$ cat config.mk
export PLATFORM = sky130hd
export DESIGN_NAME = rename_reg_file
export DESIGN_NICKNAME = d
export VERILOG_FILES = /design/src/rtl/rob_pkg.sv /design/src/rtl/rename_lookup.sv /design/src/rtl/rename_reg_file.sv
export SDC_FILE = /design/constraint.sdc
export NUM_CORES = 2
export LEC_CHECK = 0
export CAP_MARGIN = 20
export CELL_PAD_IN_SITES_DETAIL_PLACEMENT = 1
export CELL_PAD_IN_SITES_GLOBAL_PLACEMENT = 2
export CORE_UTILIZATION = 37
export CTS_CLUSTER_SIZE = 30
export DETAILED_ROUTE_END_ITERATION = 10
export PLACE_DENSITY_LB_ADDON = 0.1
export SLEW_MARGIN = 20
export SYNTH_ARGS = -nofsm -noshare
export SYNTH_HDL_FRONTEND = slang
export SYNTH_HIERARCHICAL = 1
export SYNTH_SLANG_ARGS = --single-unit
export TNS_END_PERCENT = 10
$ cat constraint.sdc
create_clock -name clk -period 9.27 [get_ports clk]
set_input_delay 0.927 -clock clk [delete_from_list [all_inputs] [get_ports clk]]
set_output_delay 0.927 -clock clk [all_outputs]
set_load 0.005 [all_outputs]
$ cat src/rtl/rob_pkg.sv
// Shared out-of-order core definitions: default widths, the "no producer" tag
// value and the commit bundle passed from the ROB to the register file and RS.
package rob_pkg;

    localparam int unsigned XLEN_DEF  = 32;
    localparam int unsigned TAG_W_DEF = 3;
    localparam int unsigned NREG_DEF  = 32;
    localparam int unsigned IDX_W_DEF = $clog2(NREG_DEF);

    // Tag value 0 is reserved: the register holds its committed value.
    localparam int unsigned TAG_READY = 0;

    // 'reg' is a keyword, so the destination field is named rd.
    typedef struct packed {
        logic                 valid;
        logic [IDX_W_DEF-1:0] rd;
        logic [TAG_W_DEF-1:0] tag;
        logic [XLEN_DEF-1:0]  data;
    } commit_t;

endpackage

$ cat src/rtl/rename_lookup.sv
// Per-source operand lookup: x0, same-cycle commit bypass, committed value,
// or the outstanding producer tag, in that priority order.
module rename_lookup
    import rob_pkg::*;
#(
    parameter int unsigned XLEN  = XLEN_DEF,
    parameter int unsigned NREG  = NREG_DEF,
    parameter int unsigned TAG_W = TAG_W_DEF,
    localparam int unsigned IDX_W = $clog2(NREG)
) (
    input  logic [IDX_W-1:0] src,
    input  logic [XLEN-1:0]  src_val,
    input  logic [TAG_W-1:0] src_tag,
    input  logic             cm_valid,
    input  logic [IDX_W-1:0] cm_reg,
    input  logic [TAG_W-1:0] cm_tag,
    input  logic [XLEN-1:0]  cm_data,
    output logic [XLEN-1:0]  val,
    output logic [TAG_W-1:0] tag
);

    localparam logic [TAG_W-1:0] Ready = TAG_W'(TAG_READY);

    // Priority mux; value is left at 0 when only the tag is meaningful.
    always_comb begin
        val = '0;
        tag = Ready;
        if (src == '0) begin
            val = '0;
        end else if (cm_valid && (cm_reg == src) && (src_tag == cm_tag)) begin
            val = cm_data;
        end else if (src_tag == Ready) begin
            val = src_val;
        end else begin
            tag = src_tag;
        end
    end

endmodule

$ cat src/rtl/rename_reg_file.sv
// Architectural register file with rename-status table. Dispatch reads both
// sources against the pre-rename state and tags rd; commit writes the value
// and clears the tag only if it still names the committing instruction.
module rename_reg_file
    import rob_pkg::*;
#(
    parameter int unsigned XLEN  = XLEN_DEF,
    parameter int unsigned NREG  = NREG_DEF,
    parameter int unsigned TAG_W = TAG_W_DEF,
    localparam int unsigned IDX_W = $clog2(NREG)
) (
    input  logic             clk,
    input  logic             rst,
    input  logic             flush,
    input  logic             disp_valid,
    input  logic [IDX_W-1:0] disp_rs1,
    input  logic [IDX_W-1:0] disp_rs2,
    input  logic [IDX_W-1:0] disp_rd,
    input  logic [TAG_W-1:0] disp_tag,
    input  logic             cm_valid,
    input  logic [IDX_W-1:0] cm_reg,
    input  logic [TAG_W-1:0] cm_tag,
    input  logic [XLEN-1:0]  cm_data,
    output logic             out_valid,
    output logic [XLEN-1:0]  out_val1,
    output logic [XLEN-1:0]  out_val2,
    output logic [TAG_W-1:0] out_tag1,
    output logic [TAG_W-1:0] out_tag2,
    output logic [IDX_W:0]   pending_cnt
);

    localparam logic [TAG_W-1:0] Ready = TAG_W'(TAG_READY);

    logic [XLEN-1:0]  regs_q [NREG];
    logic [XLEN-1:0]  regs_d [NREG];
    logic [TAG_W-1:0] tags_q [NREG];
    logic [TAG_W-1:0] tags_d [NREG];
    logic [IDX_W:0]   cnt_q, cnt_d;

    logic             out_valid_q;
    logic [XLEN-1:0]  out_val1_q, out_val2_q;
    logic [TAG_W-1:0] out_tag1_q, out_tag2_q;

    logic [XLEN-1:0]  lk_val1, lk_val2;
    logic [TAG_W-1:0] lk_tag1, lk_tag2;

    logic do_rename, cm_write, cm_clear, lookup_en;

    rename_lookup #(
        .XLEN  (XLEN),
        .NREG  (NREG),
        .TAG_W (TAG_W)
    ) u_lookup_rs1 (
        .src      (disp_rs1),
        .src_val  (regs_q[disp_rs1]),
        .src_tag  (tags_q[disp_rs1]),
        .cm_valid (cm_valid),
        .cm_reg   (cm_reg),
        .cm_tag   (cm_tag),
        .cm_data  (cm_data),
        .val      (lk_val1),
        .tag      (lk_tag1)
    );

    rename_lookup #(
        .XLEN  (XLEN),
        .NREG  (NREG),
        .TAG_W (TAG_W)
    ) u_lookup_rs2 (
        .src      (disp_rs2),
        .src_val  (regs_q[disp_rs2]),
        .src_tag  (tags_q[disp_rs2]),
        .cm_valid (cm_valid),
        .cm_reg   (cm_reg),
        .cm_tag   (cm_tag),
        .cm_data  (cm_data),
        .val      (lk_val2),
        .tag      (lk_tag2)
    );

    // Decode the cycle's actions; a clear only counts if it removes a live tag.
    always_comb begin
        lookup_en = disp_valid && !flush;
        do_rename = lookup_en && (disp_rd != '0) && (disp_tag != Ready);
        cm_write  = cm_valid && (cm_reg != '0);
        cm_clear  = cm_write && (cm_tag != Ready) && (tags_q[cm_reg] == cm_tag);
    end

    // Next state for register values, tags and the incremental pending count.
    always_comb begin
        regs_d = regs_q;
        tags_d = tags_q;
        cnt_d  = cnt_q;
        // Commit data is never blocked: the committing instruction is older.
        if (cm_write) begin
            regs_d[cm_reg] = cm_data;
        end
        if (flush) begin
            for (int i = 0; i < NREG; i++) begin
                tags_d[i] = Ready;
            end
            cnt_d = '0;
        end else begin
            if (cm_clear) begin
                tags_d[cm_reg] = Ready;
            end
            // Rename comes after the clear so it wins on the same register.
            if (do_rename) begin
                tags_d[disp_rd] = disp_tag;
            end
            if (do_rename && (tags_q[disp_rd] == Ready)) begin
                cnt_d = cnt_d + (IDX_W + 1)'(1);
            end
            if (cm_clear && !(do_rename && (disp_rd == cm_reg))) begin
                cnt_d = cnt_d - (IDX_W + 1)'(1);
            end
        end
    end

    // State registers with synchronous active-low reset.
    always_ff @(posedge clk) begin
        if (!rst) begin
            for (int i = 0; i < NREG; i++) begin
                regs_q[i] <= '0;
                tags_q[i] <= Ready;
            end
            cnt_q <= '0;
        end else begin
            regs_q <= regs_d;
            tags_q <= tags_d;
            cnt_q  <= cnt_d;
        end
    end

    // Registered lookup results; held while no dispatch is accepted.
    always_ff @(posedge clk) begin
        if (!rst) begin
            out_valid_q <= 1'b0;
            out_val1_q  <= '0;
            out_val2_q  <= '0;
            out_tag1_q  <= Ready;
            out_tag2_q  <= Ready;
        end else begin
            out_valid_q <= lookup_en;
            if (lookup_en) begin
                out_val1_q <= lk_val1;
                out_val2_q <= lk_val2;
                out_tag1_q <= lk_tag1;
                out_tag2_q <= lk_tag2;
            end
        end
    end

    assign out_valid   = out_valid_q;
    assign out_val1    = out_val1_q;
    assign out_val2    = out_val2_q;
    assign out_tag1    = out_tag1_q;
    assign out_tag2    = out_tag2_q;
    assign pending_cnt = cnt_q;

endmodule

# Yosys cells after proc, flatten, opt, wreduce, memory -nomap -nowiden
# Cells that the tools add are included.
# totals
wordCells	162
output_inout_bits	77
ff_bits	1197
in_bits	63
# classes
reduce_logical	27
eq_ne	6
magnitude_cmp	6
bitwise_logic	7
add_sub_neg	2
n_mux	44
# ops
operator	n
1024-bit bitwise mux	1
32-bit 2-to-1 mux	11
32-bit binary-select mux with 5-bit select	2
96-bit 2-to-1 mux	3
32-bit demux with 5-bit select	1
96-bit AND	1
96-bit bitwise mux	1
96-bit NOT	1
3-bit binary-select mux with 5-bit select	4
3-bit 2-to-1 mux	16
3-bit demux with 5-bit select	2
6-bit >= comparator (second input constant)	4
5-bit NOT with 6-bit output	4
6-bit 2-to-1 mux	3
5-bit == test	3
1-bit logical AND	15
6-bit by 1-bit less-than comparator with 1-bit output (second input constant)	2
5-bit logical NOT	2
5-bit nonzero test	2
3-bit == test	3
3-bit logical NOT	3
6-bit by 1-bit adder with 6-bit output (second input constant)	1
3-bit nonzero test	2
6-bit by 1-bit subtractor with 6-bit output (second input constant)	1
3 further kinds	4

# Logic depth before layout (Yosys ltp)
# logic_depth
depth_word	11
depth_mapped	13
ltp_nobuf	10

# Cells and area by module
# Netlist, hierarchy kept.
# by_module_without_submodules
module	cells_each	area_per_inst_um2	n_inst
rename_reg_file	6491	63324.5	1
rename_lookup	125	809.5	2

# Least setup slack after synthesis
# No wires, ideal clock.
# synth_path
path_kind	in2reg
startpoint	input disp_rs1[0]
endpoint	register out_val1_q[10], in the netlist out_val1[10]
path_slack_ns	4.690
required_time_ns	9.194
cell_stages	13
arrival_ns	4.504
cell_sequence	clkbuf_1 > clkbuf_1 > buf_1 > mux4_2 > mux4_2 > mux2_2 > xnor2_1 > nand3_1 > nor3_4 > buf_8 > mux2i_1 > nand2_1 > a21boi_0
# synth_via
elab_chain_cells	8
# synth_lines
item	line_no	rtl
start, declared	rename_reg_file.sv:16	input logic [IDX_W-1:0] disp_rs1,
5-bit NOT with 6-bit output (implied by the code)	rename_reg_file.sv:55, rename_reg_file.sv:56	
3-bit binary-select mux with 5-bit select	rename_reg_file.sv:56	.src_tag (tags_q[disp_rs1]),
3-bit 2-to-1 mux (implied by the code) (2 in a row)	rename_reg_file.sv:56	
3-bit logical NOT or 3-bit == test (tied branches)	rename_lookup.sv:32, rename_lookup.sv:30	
32-bit 2-to-1 mux or 1-bit logical AND (tied branches)	rename_lookup.sv:32, rename_lookup.sv:30	
32-bit 2-to-1 mux	rename_lookup.sv:30	end else if (cm_valid && (cm_reg == src) && (src_tag == cm_tag)) begin
32-bit 2-to-1 mux *	rename_lookup.sv:28	if (src == '0) begin
net lk_val1[10]	rename_reg_file.sv:44	logic [XLEN-1:0] lk_val1, lk_val2;
end signal, assigned	rename_reg_file.sv:146	out_val1_q <= lk_val1;
end, declared	rename_reg_file.sv:41	logic [XLEN-1:0] out_val1_q, out_val2_q;
# Mark *: on every way through the listed nets, which the timed path passes. The rest lies on a longest branch. The select of a mux whose other input is x is not followed.
# A chain may end at the register's enable or synchronous reset.

# Worst setup path after layout
# layout_path
startpoint	input disp_rs2[1]
endpoint	register out_val2_q[3], in the netlist out_val2[3]
# layout_via
elab_chain_cells	8
# layout_lines
item	line_no	rtl
start, declared	rename_reg_file.sv:17	input logic [IDX_W-1:0] disp_rs2,
5-bit NOT with 6-bit output (implied by the code)	rename_reg_file.sv:71, rename_reg_file.sv:72	
3-bit binary-select mux with 5-bit select	rename_reg_file.sv:72	.src_tag (tags_q[disp_rs2]),
3-bit 2-to-1 mux (implied by the code) (2 in a row)	rename_reg_file.sv:72	
3-bit logical NOT or 3-bit == test (tied branches)	rename_lookup.sv:32, rename_lookup.sv:30	
32-bit 2-to-1 mux or 1-bit logical AND (tied branches)	rename_lookup.sv:32, rename_lookup.sv:30	
32-bit 2-to-1 mux	rename_lookup.sv:30	
32-bit 2-to-1 mux *	rename_lookup.sv:28	
net lk_val2[3]	rename_reg_file.sv:44	
end signal, assigned	rename_reg_file.sv:147	out_val2_q <= lk_val2;
end, declared	rename_reg_file.sv:41	
# Marked as above.

==> results.json <==
{
  "powerDensity_nw_per_um2": 168.4,
  "crit_cells": 12,
  "worstPathArrival_ns": 6.02,
  "cp.required_ns": 9.98,
  "antenna_found_initial": 12,
  "die_y_um": 421.0,
  "htree_levels": 4,
  "synth-seq-cells": 1197,
  "grt_remaining_overflow": 0,
  "grt_max_degree": 193,
  "core-area_um2": 174000,
  "total_power_mw": 12.32,
  "setup-tns-final_ns": 0,
  "initial_core_util": 0.3732,
  "rsz0062_at_grt": "false",
  "p_leak_nw": 23.21,
  "dp_hpwl_um": 177000,
  "crit_buf_inv": 3,
  "timing.rr.start": "tags_q[61]",
  "post_cts_resized": 0,
  "avgSynthCellArea_um2": 9.634,
  "slowest_stage": "buf_4",
  "grt_pass1_wl_um": 436700,
  "fmax_mhz": 188.1,
  "start_kind": "input port",
  "grt_usage": 0.3448,
  "async_reset_ff_frac": 0,
  "via_count": 55836,
  "max_slew_margin": 0.1827,
  "viasPerCell": 6.234,
  "yosysTopAreaCell": "dfxtp_1",
  "fin_crit_sh": 0.5734,
  "clock_latency_ns": 0.83,
  "areaGrowthSynthToFinish_pct": 12.65,
  "finalHoldViolCount": 0,
  "drc": 0,
  "fin_nets": 6582,
  "cts_max_path_buffers": 3,
  "cts_setup_buffers": 0,
  "synth_edf_count": 0,
  "dr.pass1.iters": 8,
  "hold_path.class": "reg2reg",
  "critPathCaptureType": "flop",
  "final-setup-viol-count": 0,
  "tritoncts": "yes",
  "ios": 140,
  "num_rows": 153,
  "netlist_area_um2": 64940,
  "period_needed_ns": 5.315,
  "clk_pin_slew_ns": 0.06,
  "irDropWorstVdd_mv": 0.1660,
  "worstMarginPinSlew_ns": 1.226,
  "clock_skew_ns": 0.04559,
  "r2r_cells": 10,
  "clockRootBuffer": "clkbuf_16",
  "synthesis.nets": 6806,
  "crit_chain": "buf_8 -> buf_4 -> mux4_2 -> mux4_2 -> mux2_2 -> xnor2_1 -> nand4_1 -> nor3_4 -> buf_4 -> mux2i_1 -> nand2_1 -> a21boi_0",
  "fillCellCount": 19120,
  "hold_slack_ns": 0.4700,
  "r2r-end": "out_val2[3]",
  "yosysTopAreaCellShare": 0.3690,
  "drv_slew": 0,
  "routedWlPerCell_um": 34.70,
  "maxCapViolCount": 0,
  "yosysSeqAreaShare": 0.3690,
  "die_area_um2": 177200,
  "synthTopCellsByArea": "dfxtp_1 37%, mux4_2 25%, nand2_1 14%, a21boi_0 12%, clkbuf_1 3.2%",
  "min_from": "regs_q[115]",
  "final_layout_size_suffix_gt1_frac": 0.1934,
  "synth_cell_types": 68,
  "yosysWarnings": 6,
  "min_to": "regs_q[115]",
  "netlist_instances": 6741,
  "place_congestion": 0.9407,
  "status": "completed",
  "die_x_um": 421.0,
  "r2r_slack_ns": 4.99,
  "cts_made_buffers": 147,
  "crit_family": "buffers and inverters",
  "final_cell_mix": "2360 x nand2_1, 1197 x dfxtp_1, 1033 x a21boi_0",
  "postRouteAntennaNets": 0,
  "wirelength_um": 310800,
  "cp_max_fo": 71,
  "max_stage_delay_ns": 0.86,
  "hold_buffers": 0,
  "ys.flop_type": "dfxtp_1",
  "cts_sinks": 1197,
  "hold_depth": 2,
  "drt_iter0_markers": 5985,
  "layout_commonest_cell": "nand2_1",
  "port_buffers": 139,
  "grt_pass1_vias": 55303,
  "critPathKind": "in2reg"
}
[cells by family (layout without fill, tap and decap cells)]
logic type,after synthesis,after routing,share of synthesized area
other,0,3,0
and+or+nand+nor,2672,2672,0.1625
xor gates and xnor gates,28,28,0.003776
buffers and inverters,680,567,0.04229
DFF,1197,1197,0.3690
AOI/OAI and AO/OA,1272,1272,0.1452
muxes,890,890,0.2769
adders and majority gates,2,2,0.0003853
[power by group]
part / switching [mW] / total (mW) / internal, mW / leakage [nW]
logic: 0.659 / 0.981 / 0.322 / 11.1
clock network: 2.46 / 6.13 / 3.67 / 2.46
registers: 0.0272 / 5.20 / 5.18 / 9.65
total: 3.15 / 12.3 / 9.17 / 23.2
[state kept, by name, summed over array words and instances, names as in the netlist]
signal / count
out_val1: 32
out_val2: 32
out_tag1: 3
tags_q: 96
pending_cnt: 6
out_tag2: 3
regs_q: 1024
out_valid: 1
[worst register-to-register path, stage by stage (launching register included)]
cell and delay (ns):
dfxtp_1 0.46, mux4_2 0.53, mux4_2 0.51, mux2_2 0.33, xnor2_1 0.16, nand3_1 0.14, nor3_4 0.70, buf_4 0.75
mux2i_1 0.37, nand2_1 0.06, a21boi_0 0.19
[synthesized netlist by cell type, drive strengths merged, types with 11 or more instances]
cell,instances
dfxtp,1197
nand4,13
nor4,12
and2,42
inv,11
mux2i,101
nor3,27
nor2,90
xnor2,22
nand2,2393
o211ai,49
o22ai,29
buf,111
clkbuf,558
a21oi,64
mux2,71
a41o,21
mux4,718
nand3,38
a21boi,1063
[cell type report]
type | instances | area, µm² | share of cell area
Antenna cell | 3 | 7.507 | 0.0001026
Clock buffer | 228 | 4523 | 0.06183
Clock inverter | 32 | 476.7 | 0.006516
Inverter | 11 | 41.29 | 0.0005644
Multi-Input combinational cell | 4864 | 38600 | 0.5276
Sequential cell | 1197 | 23960 | 0.3275
Tap cell | 2325 | 2909 | 0.03976
Timing Repair Buffer | 296 | 2639 | 0.03607
[layer usage]
metal | track usage | vias up | share of wire
li1 | - | 23315 | -
met1 | 0.4733 | 29569 | 0.43
met2 | 0.5374 | 2348 | 0.45
met3 | 0.06360 | 596 | 0.077
met4 | 0.1336 | 8 | 0.042
met5 | 0 | - | 0.00015
[worst max-delay path by stage]
stage                start            to  slack (ns)
2_1_floorplan  disp_rs1[0]  out_val1[10]        4.69
3_3_place_gp   disp_rs2[1]  out_val2[17]        3.36
3_5_place_dp   disp_rs2[1]   out_val2[3]        3.34
4_1_cts        disp_rs2[1]   out_val2[3]        4.15
5_1_grt        disp_rs2[1]  out_val2[14]        3.91
6_report       disp_rs2[1]   out_val2[3]        3.95
[metrics by stage]
stage	util	cells	setup WS [ns]	instance area, µm²
2_1_floorplan	-	6741	4.690	64940
3_3_place_gp	0.3914	8691	3.362	68100
3_5_place_dp	0.3915	8692	3.342	68130
4_1_cts	0.4202	8952	4.147	73130
5_1_grt	0.4204	8954	3.912	73150
6_report	0.4204	8956	3.955	73160
No activity file was read; power rests on OpenSTA's default activity.
